`config.mk`:
```
export PLATFORM = sky130hd
export DESIGN_NAME = fact_sched
export DESIGN_NICKNAME = d
export VERILOG_FILES = /design/src/rtl/fact_pkg.sv /design/src/rtl/fact_rr_pick.sv /design/src/rtl/fact_sched.sv
export SDC_FILE = /design/constraint.sdc
export NUM_CORES = 1
export LEC_CHECK = 0
export BUFFER_PORTS_ARGS = -buffer_cell sky130_fd_sc_hd__buf_2
export CORE_UTILIZATION = 45
export DETAILED_ROUTE_END_ITERATION = 6
export MAX_ROUTING_LAYER = met4
export PLACE_DENSITY = 0.76
export SYNTH_ARGS = -nofsm -noshare
export SYNTH_HDL_FRONTEND = slang
export SYNTH_SLANG_ARGS = --single-unit
```
`constraint.sdc`:
```
create_clock -name i_clk -period 3.1 [get_ports i_clk]
set_clock_uncertainty 0.15 [all_clocks]
set_input_delay 0.155 -clock i_clk [delete_from_list [all_inputs] [get_ports i_clk]]
set_output_delay 0.155 -clock i_clk [all_outputs]
set_load 0.005 [all_outputs]
```
`src/rtl/fact_pkg.sv`:
```
// -----------------------------------------------------------------------------
// fact_pkg
// Shared definitions for the factorial-datapath scheduler family.
//   - fact_state_e : scheduler FSM state encoding (IDLE, START, RUN, RESP)
//   - NW_DEF/RW_DEF: default operand / result widths
//   - MAX_N_DEF    : largest operand whose factorial fits in RW_DEF bits
//   - fact_ovf()   : true when an operand would overflow the result width
// Optional feature macro used by the scheduler: FACT_SCHED_TIMEOUT_EN.
// -----------------------------------------------------------------------------
package fact_pkg;

    localparam int NW_DEF    = 4;
    localparam int RW_DEF    = 32;
    localparam int MAX_N_DEF = 12;

    typedef enum logic [1:0] {
        ST_IDLE  = 2'd0,
        ST_START = 2'd1,
        ST_RUN   = 2'd2,
        ST_RESP  = 2'd3
    } fact_state_e;

    // Operand out of range: its factorial does not fit in the result width.
    function automatic logic fact_ovf(input int unsigned n, input int unsigned max_n);
        return (n > max_n);
    endfunction

endpackage

```
`src/rtl/fact_rr_pick.sv`:
```
// -----------------------------------------------------------------------------
// fact_rr_pick
// Combinational round-robin picker. Returns the first set bit of the eligible
// vector at or above the pointer, searching upward and wrapping modulo NREQ.
// Ports:
//   i_elig    [NREQ-1:0] eligible requesters
//   i_ptr     [IW-1:0]   search start index (must be < NREQ)
//   o_any_vld            at least one requester is eligible
//   o_idx     [IW-1:0]   winning index (0 when o_any_vld is low)
// -----------------------------------------------------------------------------
module fact_rr_pick #(
    parameter  int NREQ = 4,
    localparam int IW   = $clog2(NREQ)
) (
    input  logic [NREQ-1:0] i_elig,
    input  logic [IW-1:0]   i_ptr,
    output logic            o_any_vld,
    output logic [IW-1:0]   o_idx
);

    // w_cand[k] is the requester index at search offset k from the pointer.
    logic [IW-1:0]   w_cand [NREQ];
    logic [NREQ-1:0] w_hit;

    for (genvar gi = 0; gi < NREQ; gi++) begin : g_cand
        logic [IW:0] w_sum;
        // ptr + offset never exceeds 2*NREQ-2, so one subtraction wraps it.
        assign w_sum       = {1'b0, i_ptr} + (IW+1)'(gi);
        assign w_cand[gi]  = (w_sum >= (IW+1)'(NREQ)) ? IW'(w_sum - (IW+1)'(NREQ))
                                                      : w_sum[IW-1:0];
        assign w_hit[gi]   = i_elig[w_cand[gi]];
    end

    // Scan from the farthest offset down so the nearest hit is the last write.
    always_comb begin
        o_any_vld = |i_elig;
        o_idx     = '0;
        for (int k = NREQ - 1; k >= 0; k--) begin
            if (w_hit[k]) begin
                o_idx = w_cand[k];
            end
        end
    end

endmodule

```
`src/rtl/fact_sched.sv`:
```
// -----------------------------------------------------------------------------
// fact_sched
// Round-robin scheduler sharing one factorial datapath between NREQ
// requesters. Picks a winner, latches its operand, drives the datapath
// GO/DONE handshake and returns result + error flag with a one-cycle
// one-hot valid pulse.
//
// Optional feature: define FACT_SCHED_TIMEOUT_EN to bound the RUN state to
// TIMEOUT_CYC cycles; on expiry the datapath is aborted and the requester
// gets an error response. Without it FACT_ABORT is tied low.
//
// Ports:
//   i_clk, i_rst_n       clock / asynchronous active-low reset
//   i_req     [NREQ]     request levels
//   i_n_in    [NREQ*NW]  packed operands, requester i at [i*NW +: NW]
//   o_gnt     [NREQ]     one-hot grant, held from grant up to the RESP cycle
//   o_resp_vld[NREQ]     one-hot one-cycle response pulse
//   o_result  [RW]       factorial result, valid with o_resp_vld
//   o_err                error flag (overflow / timeout), valid with o_resp_vld
//   o_fact_go            datapath start pulse
//   o_fact_n  [NW]       datapath operand, stable from START through RUN
//   i_fact_done          datapath completion (only honoured in RUN)
//   i_fact_result [RW]   datapath result, sampled with i_fact_done
//   o_fact_abort         datapath abort pulse (timeout build only)
// -----------------------------------------------------------------------------
module fact_sched
    import fact_pkg::*;
#(
    parameter int NREQ        = 4,
    parameter int NW          = NW_DEF,
    parameter int RW          = RW_DEF,
    parameter int MAX_N       = MAX_N_DEF,
    parameter int TIMEOUT_CYC = 64
) (
    input  logic               i_clk,
    input  logic               i_rst_n,
    input  logic [NREQ-1:0]    i_req,
    input  logic [NREQ*NW-1:0] i_n_in,
    output logic [NREQ-1:0]    o_gnt,
    output logic [NREQ-1:0]    o_resp_vld,
    output logic [RW-1:0]      o_result,
    output logic               o_err,
    output logic               o_fact_go,
    output logic [NW-1:0]      o_fact_n,
    input  logic               i_fact_done,
    input  logic [RW-1:0]      i_fact_result,
    output logic               o_fact_abort
);

    localparam int IW = $clog2(NREQ);

    // ---------------------------------------------------------------- state
    fact_state_e     r_state;
    logic [IW-1:0]   r_idx;
    logic [IW-1:0]   r_rr_ptr;
    logic [NREQ-1:0] r_armed;
    logic [NREQ-1:0] r_gnt;
    logic [NREQ-1:0] r_resp_vld;
    logic [RW-1:0]   r_result;
    logic            r_err;
    logic            r_fact_go;
    logic [NW-1:0]   r_fact_n;

    // ---------------------------------------------------------------- wires
    logic [NW-1:0]   w_n_arr [NREQ];
    logic [NREQ-1:0] w_elig;
    logic [NREQ-1:0] w_arm_clr;
    logic [NREQ-1:0] w_armed_next;
    logic [NREQ-1:0] w_win_oh;
    logic [NW-1:0]   w_n_sel;
    logic [IW-1:0]   w_win;
    logic            w_any;

    for (genvar gi = 0; gi < NREQ; gi++) begin : g_req
        assign w_n_arr[gi]      = i_n_in[gi*NW +: NW];
        assign w_elig[gi]       = i_req[gi] & r_armed[gi];
        // A served requester stays disarmed until it drops its request for a
        // cycle; a low request in the RESP cycle itself already re-arms it.
        assign w_armed_next[gi] = ~i_req[gi] | (r_armed[gi] & ~w_arm_clr[gi]);
    end

    assign w_arm_clr = (r_state == ST_RESP) ? r_gnt : '0;
    assign w_win_oh  = NREQ'(1) << w_win;
    assign w_n_sel   = w_n_arr[w_win];

    fact_rr_pick #(
        .NREQ      (NREQ)
    ) u_pick (
        .i_elig    (w_elig),
        .i_ptr     (r_rr_ptr),
        .o_any_vld (w_any),
        .o_idx     (w_win)
    );

`ifdef FACT_SCHED_TIMEOUT_EN
    localparam int TCW = $clog2(TIMEOUT_CYC + 1);
    logic [TCW-1:0] r_tmo_cnt;
    logic           r_fact_abort;
    assign o_fact_abort = r_fact_abort;
`else
    // TIMEOUT_CYC only matters when the timeout logic is built in.
    logic w_unused_tmo;
    assign w_unused_tmo = (TIMEOUT_CYC != 0);
    assign o_fact_abort = 1'b0;
`endif

    // ---------------------------------------------------------------- FSM
    always_ff @(posedge i_clk or negedge i_rst_n) begin
        if (!i_rst_n) begin
            r_state      <= ST_IDLE;
            r_idx        <= '0;
            r_rr_ptr     <= '0;
            r_armed      <= '1;
            r_gnt        <= '0;
            r_resp_vld   <= '0;
            r_result     <= '0;
            r_err        <= 1'b0;
            r_fact_go    <= 1'b0;
            r_fact_n     <= '0;
`ifdef FACT_SCHED_TIMEOUT_EN
            r_tmo_cnt    <= '0;
            r_fact_abort <= 1'b0;
`endif
        end else begin
            // Pulse outputs default low every cycle.
            r_fact_go  <= 1'b0;
            r_resp_vld <= '0;
            r_armed    <= w_armed_next;
`ifdef FACT_SCHED_TIMEOUT_EN
            r_fact_abort <= 1'b0;
`endif
            case (r_state)
                ST_IDLE: begin
                    if (w_any) begin
                        r_idx    <= w_win;
                        r_gnt    <= w_win_oh;
                        r_fact_n <= w_n_sel;
                        // Overflowing operands are answered without
                        // touching the datapath.
                        if (fact_ovf(32'(w_n_sel), 32'(MAX_N))) begin
                            r_result <= '0;
                            r_err    <= 1'b1;
                            r_state  <= ST_RESP;
                        end else begin
                            r_state  <= ST_START;
                        end
                    end
                end

                ST_START: begin
                    r_fact_go <= 1'b1;
`ifdef FACT_SCHED_TIMEOUT_EN
                    r_tmo_cnt <= '0;
`endif
                    r_state   <= ST_RUN;
                end

                ST_RUN: begin
                    // DONE takes priority over a timeout expiring in the
                    // same cycle.
                    if (i_fact_done) begin
                        r_result <= i_fact_result;
                        r_err    <= 1'b0;
                        r_state  <= ST_RESP;
                    end
`ifdef FACT_SCHED_TIMEOUT_EN
                    else if (r_tmo_cnt == TCW'(TIMEOUT_CYC - 1)) begin
                        r_fact_abort <= 1'b1;
                        r_result     <= '0;
                        r_err        <= 1'b1;
                        r_state      <= ST_RESP;
                    end else begin
                        r_tmo_cnt <= r_tmo_cnt + 1'b1;
                    end
`endif
                end

                ST_RESP: begin
                    r_resp_vld <= r_gnt;
                    r_gnt      <= '0;
                    r_rr_ptr   <= (r_idx == IW'(NREQ - 1)) ? '0 : r_idx + 1'b1;
                    r_state    <= ST_IDLE;
                end

                default: begin
                    r_state <= ST_IDLE;
                end
            endcase
        end
    end

    assign o_gnt      = r_gnt;
    assign o_resp_vld = r_resp_vld;
    assign o_result   = r_result;
    assign o_err      = r_err;
    assign o_fact_go  = r_fact_go;
    assign o_fact_n   = r_fact_n;

endmodule

```
# [Yosys cells after proc, flatten, opt, wreduce, memory -nomap -nowiden]
# Index checks and enable logic that the tools add are counted.
[classes] addsub=8 order_cmp=10 n_eq_ne=7 shifts=1 mux=36 bitwise=21 reduce_logical=8
[ops] operator="$mux 32" n=3
[ops] operator="$pmux 32 s2" n=1
[ops] operator="$mux 2" n=12
[ops] operator="$mux 4" n=4
[ops] operator="$ge 3x3->1 const B" n=4
[ops] operator="$lt 2x3->1 const B" n=4
[ops] operator="$and 1x1->1" n=8
[ops] operator="$bmux 1 s2" n=4
[ops] operator="$bmux 4 s2" n=1
[ops] operator="$mux 1" n=8
[ops] operator="$not 1->1" n=8
[ops] operator="$pmux 2 s4" n=1
[ops] operator="$pmux 4 s2" n=1
[ops] operator="$sub 2x1->2 const B" n=4
[ops] operator="$add 2x2->3 const B" n=2
[ops] operator="$eq 2x2->1 const B" n=3
[ops] operator="$reduce_and 2->1" n=3
[ops] operator="$gt 4x4->1 const B" n=1
[ops] operator="$ne 2x2->1 const B" n=2
[ops] operator="$or 1x1->1" n=4
[ops] operator="$reduce_and 4->1" n=1
[ops] operator="$reduce_bool 2->1" n=2
[ops] operator="$reduce_or 4->1" n=1
[ops] operator="$shl 1x2->4 const A" n=1
[ops] operator="8 further kinds" n=8
[word_totals] regBits=56 inputBits=55 out_inout_bits=47 elab_cells=101

# [Longest topological paths before layout]
[depth] word_depth=17 depth_mapped=10 depth_no_buf=8

# [Cells and area by module]
# A second synthesis with hierarchy kept.
[unflattened] hier_cells=183 area_unflattened_um2=2464.9
[by_module_without_submodules] module="fact_sched" n_inst=1 cells_per_inst=170 area_per_inst_um2=2387.3 seq_area_each_um2=1406.3
[by_module_without_submodules] module="fact_rr_pick" n_inst=1 cells_per_inst=13 area_per_inst_um2=77.6 seq_area_each_um2=0.0

# [Least setup slack after synthesis]
# Ideal clock, no wire load.
[synth_timing] path_type="register to register" startpoint="reg r_armed[1]" endpoint="reg r_result[10] (netlist: o_result[10])" setup_time_ps=122 arrival_time_ps=2364 required_time_ps=2828 slack_ps=464 stages_incl_launch_ff=11 n_path_buf=2 period_less_slack_ps=2636 cell_sequence="dfstp_2 -> and2_1 -> nor3_1 -> a211o_2 -> buf_6 -> mux2i_1 -> mux2_2 -> a211oi_4 -> o21ai_2 -> buf_6 -> a32o_1"
[synth_via] elab_chain_len=14 word_cells_on_any_way=22 cone_classes="order compare (1); eq/ne (2); mux (15); bitwise (2); reduce/logical (2)"
[synth_lines] element="from (decl)" line_no="fact_sched.sv:56" text="logic [NREQ-1:0] r_armed;"
[synth_lines] element="from (signal assigned)" line_no="fact_sched.sv:128" text="r_armed <= w_armed_next;"
[synth_lines] element="$and 1x1->1 *" line_no="fact_sched.sv:76" text="assign w_elig[gi] = i_req[gi] & r_armed[gi];"
[synth_lines] element="$bmux 1 s2" line_no="fact_rr_pick.sv:31" text="assign w_hit[gi] = i_elig[w_cand[gi]];"
[synth_lines] element="$mux 1 (implied by the code)" line_no="fact_rr_pick.sv:31"
[synth_lines] element="$mux 2 (4 in series)" line_no="fact_rr_pick.sv:39" text="if (w_hit[k]) begin"
[synth_lines] element="$not 2->3 (implied by the code)" line_no="fact_sched.sv:84" text="assign w_n_sel = w_n_arr[w_win];"
[synth_lines] element="$bmux 4 s2" line_no="fact_sched.sv:84"
[synth_lines] element="$mux 4 (implied by the code) (2 in series)" line_no="fact_sched.sv:84"
[synth_lines] element="$gt 4x4->1" line_no="fact_pkg.sv:25" text="return (n > max_n);"
[synth_lines] element="$ne 2x2->1 (no line)"
[synth_lines] element="$reduce_and 4->1 (no line) *"
[synth_lines] element="to (signal assigned)" line_no="fact_sched.sv:162" text="r_result <= i_fact_result;"
[synth_lines] element="to (decl)" line_no="fact_sched.sv:59" text="logic [RW-1:0] r_result;"
# Mark *: on every way between the ends. The rest lies on a longest branch, timed or not. The select of a mux whose other input is x is not followed.
# A chain may end at the register's enable or synchronous reset.

# [Worst setup path in the final report]
[layout_timing] startpoint="reg r_armed[1]" endpoint="reg r_result[26] (netlist: o_result[26])"
# Same word-level chain as after synthesis.

==> summary.md <==
| Metric | Value |
|---|---|
| Status | completed |
| Distinct cells, synth | 30 |
| DRT Wirelength | 5.91 mm |
| Number of remaining DRC errors | 0 |
| Final setup fails | 0 |
| Final Max Slew Viols | 0 |
| Worst Tran Pin Value | 0.866 ns |
| Die width | 76.0 um |
| NumNets Final | 388 |
| Worst hold margin | about 0.16 ns |
| Critical Path RT | 3.19 ns |
| Clk root buf | clkbuf_8 |
| Share of cells above drive strength 1 | 0.381 |
| Via count | between 2000 and 2500 |
| Vert. Die Dim | ~76 um |
| Fin crit share | 0.939 |
| Power density cells | 840 nW/um^2 |
| Cts repair resizes | 0 |
| Cell Area, Synth | 2460 um^2 |
| Largest net degree at the start of global routing | 40 |
| Place WS | between 0.2 and 0.25 ns |
| Pwr Total | 2.89 mW |
| Routed Antenna Nets | 0 |
| Post-CTS setup buffer count | 0 |
| Hold Crit Class | primary input to flop |
| GRT Resource Usage Total | 0.226 |
| H-tree Lvls | 2 |
| IO Count | 102 |
| Rows | 26 |
| Wire per inst | 14.8 um |
| Ys flop type | dfrtp_1 |
| Post-synth EDFFs | 0 |
| Fmax | 344 MHz |
| Register bit total from synthesis | 56 |
| Inst Count DP | between 300 and 400 |
| Total core area | 5200 um^2 |
| Minimum clock period | 2.91 ns |
| YS warnings | 0 |
| Initial core utilization | 0.474 |
| CTS Buf Count | 5 |
| Hold Fails Final Rpt | 0 |
| Dominant cell type by area after synthesis | dfrtp_1 |
| CTS tree | yes |
| Total congestion overflow | 0 |
| Via-to-Cell Ratio | 5.29 |
| First-pass GRT wire length | 10.0 mm |
| Hold Buf Count CTS | 37 |
| Max clock buf depth | 2 |
| Vias in the first global route | 2166 |
| Worst-path clk slew | 0.10 ns |
| Crit. End Element | flop |
| Initial DRC count | ~140 |
| Final Worst Setup Slack | 0.190 ns |
| Initial antenna violation count | 0 |
| 1st-pass router iterations | 5 |
| Peak supply drop | 461 uV |
| Area grow syn2layout | 39.3% |
| P_leak | 1.77 nW |
| Max-capacitance violation count | 0 |
| Worst Setup Path Type | flop to flop |
| Ant. Diodes | 0 |
| Part of the Yosys area used for sequential elements | 0.571 |
| Clock sink count | 56 |
| Detailed-placement wirelength estimate | 3.77 mm |
| RSZ-0062 raised after global routing | false |
| Fin cells | 398 |
| Worst slew margin | 0.423 |
| Synth Area per Inst | 12.7 um^2 |
| Clk_lat worst skew | 0.30 ns |
| Startpoint Class | flop |
| Largest cells by area after synthesis | dfrtp_1 (53%), a32o_1 (13%), dfstp_2 (4.3%) |
| IO Port Bufs | 100 |
| Final setup TNS | 0 ns |
| FFs w/ async S/R, synth | 1.00 |
| Area fraction of the dominant cell type after synthesis | 0.528 |
| CP arrival | 3.00 ns |
| RD Place Congestion | about 0.77 |
| Gate Count Post-Synth | approximately 190 |
| Die Area | 5780 um^2 |
| Largest fanout on the critical path | 33 |
| Post-synthesis net count | ~260 |
[cells in the final DEF (no fill, tap or decap), types with 2 or more instances in the layout]
| cell type | count |
|---|---|
| ha_1 | 6 |
| a32o_1 | 32 |
| a21oi_1 | 3 |
| nand2_1 | 12 |
| mux2i_1 | 9 |
| nor2_1 | 3 |
| inv_1 | 10 |
| buf_4 | 3 |
| buf_2 | 100 |
| o22ai_1 | 2 |
| nor3_1 | 2 |
| o21ai_0 | 14 |
| clkbuf_8 | 6 |
| dlygate4sd3_1 | 37 |
| dfrtp_1 | 52 |
| a22o_1 | 4 |
| a31oi_1 | 2 |
| nand3_1 | 3 |
| mux2_2 | 6 |
| and2_1 | 6 |
| dfstp_2 | 4 |
[registers in the layout (all words and copies together), names as in the netlist, 2 cells and up]
name	cells
o_fact_n	4
o_gnt	4
o_resp_vld	4
o_result	32
r_armed	4
r_idx	2
r_rr_ptr	2
r_state	2
[kinds of logic (layout without fill, tap and decap cells)]
kind of cell | count (synthesis) | count (layout) | share of synthesized area
compound gates | 64 | 64 | 0.220
flops | 56 | 56 | 0.571
simple gates | 28 | 28 | 0.0538
buf+inv | 24 | 158 | 0.0594
mux | 15 | 15 | 0.0640
fa+ha+maj | 6 | 6 | 0.0305
other cells | 1 | 1 | 0.00152
[cells in the mapped netlist, drive strengths merged (3+ instances only)]
library cell	number
dfstp	4
nor2	3
a22o	4
buf	8
mux2	6
a32o	32
and2	6
ha	6
nand2	12
dfrtp	52
o21ai	15
clkbuf	6
inv	10
mux2i	9
nand3	3
a21oi	3
[through the flow]
step	util	cell area (um^2)
after floorplan	-	2460
after global placement	0.570	2970
after detailed placement	0.570	2970
after CTS	0.660	3430
after global routing	0.660	3430
final	0.660	3430
[routing by layer]
layer  track usage  vias to the layer above  routed length [um]
met5             -                        -                   0
li1              -                      994                   -
met3        0.0455                        8                 282
met4        0.0904                        0                  94
met2         0.369                       78                2970
met1         0.278                     1024                2560
[worst max-delay path, cell delays in order (launching register included)]
cell,delay [ns]
dfstp_2,0.55
and2_1,0.18
nor3_1,0.06
a211o_2,0.44
mux2i_1,0.16
mux2_2,0.31
a211oi_4,0.34
o21a_4,0.41
a32o_1,0.23
[final timing paths]
check | from | endpoint | slack [ns] | cells after the start
max reg2reg | r_armed[1]$_DFF_PN1_ | o_result[26]$_DFFE_PN0P_ | 0.19 | 8
max in group asynchronous | i_rst_n | o_result[26]$_DFFE_PN0P_ | 1.69 | 3
min reg2reg | o_result[25]$_DFFE_PN0P_ | o_result[25]$_DFFE_PN0P_ | 0.34 | 1
min | i_fact_done | r_state[1]$_DFFE_PN0P_ | 0.16 | 4
min in group asynchronous | i_rst_n | o_fact_n[2]$_DFFE_PN0P_ | 0.35 | 2
max | r_armed[1]$_DFF_PN1_ | o_result[26]$_DFFE_PN0P_ | 0.19 | 8
[power by group]
| part | switching [mW] | internal [mW] |
|---|---|---|
| Clock | 0.234 | 0.183 |
| Sequential | 0.145 | 0.983 |
| Combinational | 0.736 | 0.605 |
[cell type report]
| cell class | instances | area, um^2 |
|---|---|---|
| fillers | 431 | 1770 |
| repair buffers | 140 | 893 |
| well taps | 70 | 87.6 |
| clock inverters | 2 | 13.8 |
| clock buffers | 6 | 82.6 |
| inverters | 10 | 37.5 |
| multi-input cells | 114 | 912 |
| flip-flops and latches | 56 | 1410 |
No activity file was read; power rests on OpenSTA's default activity.
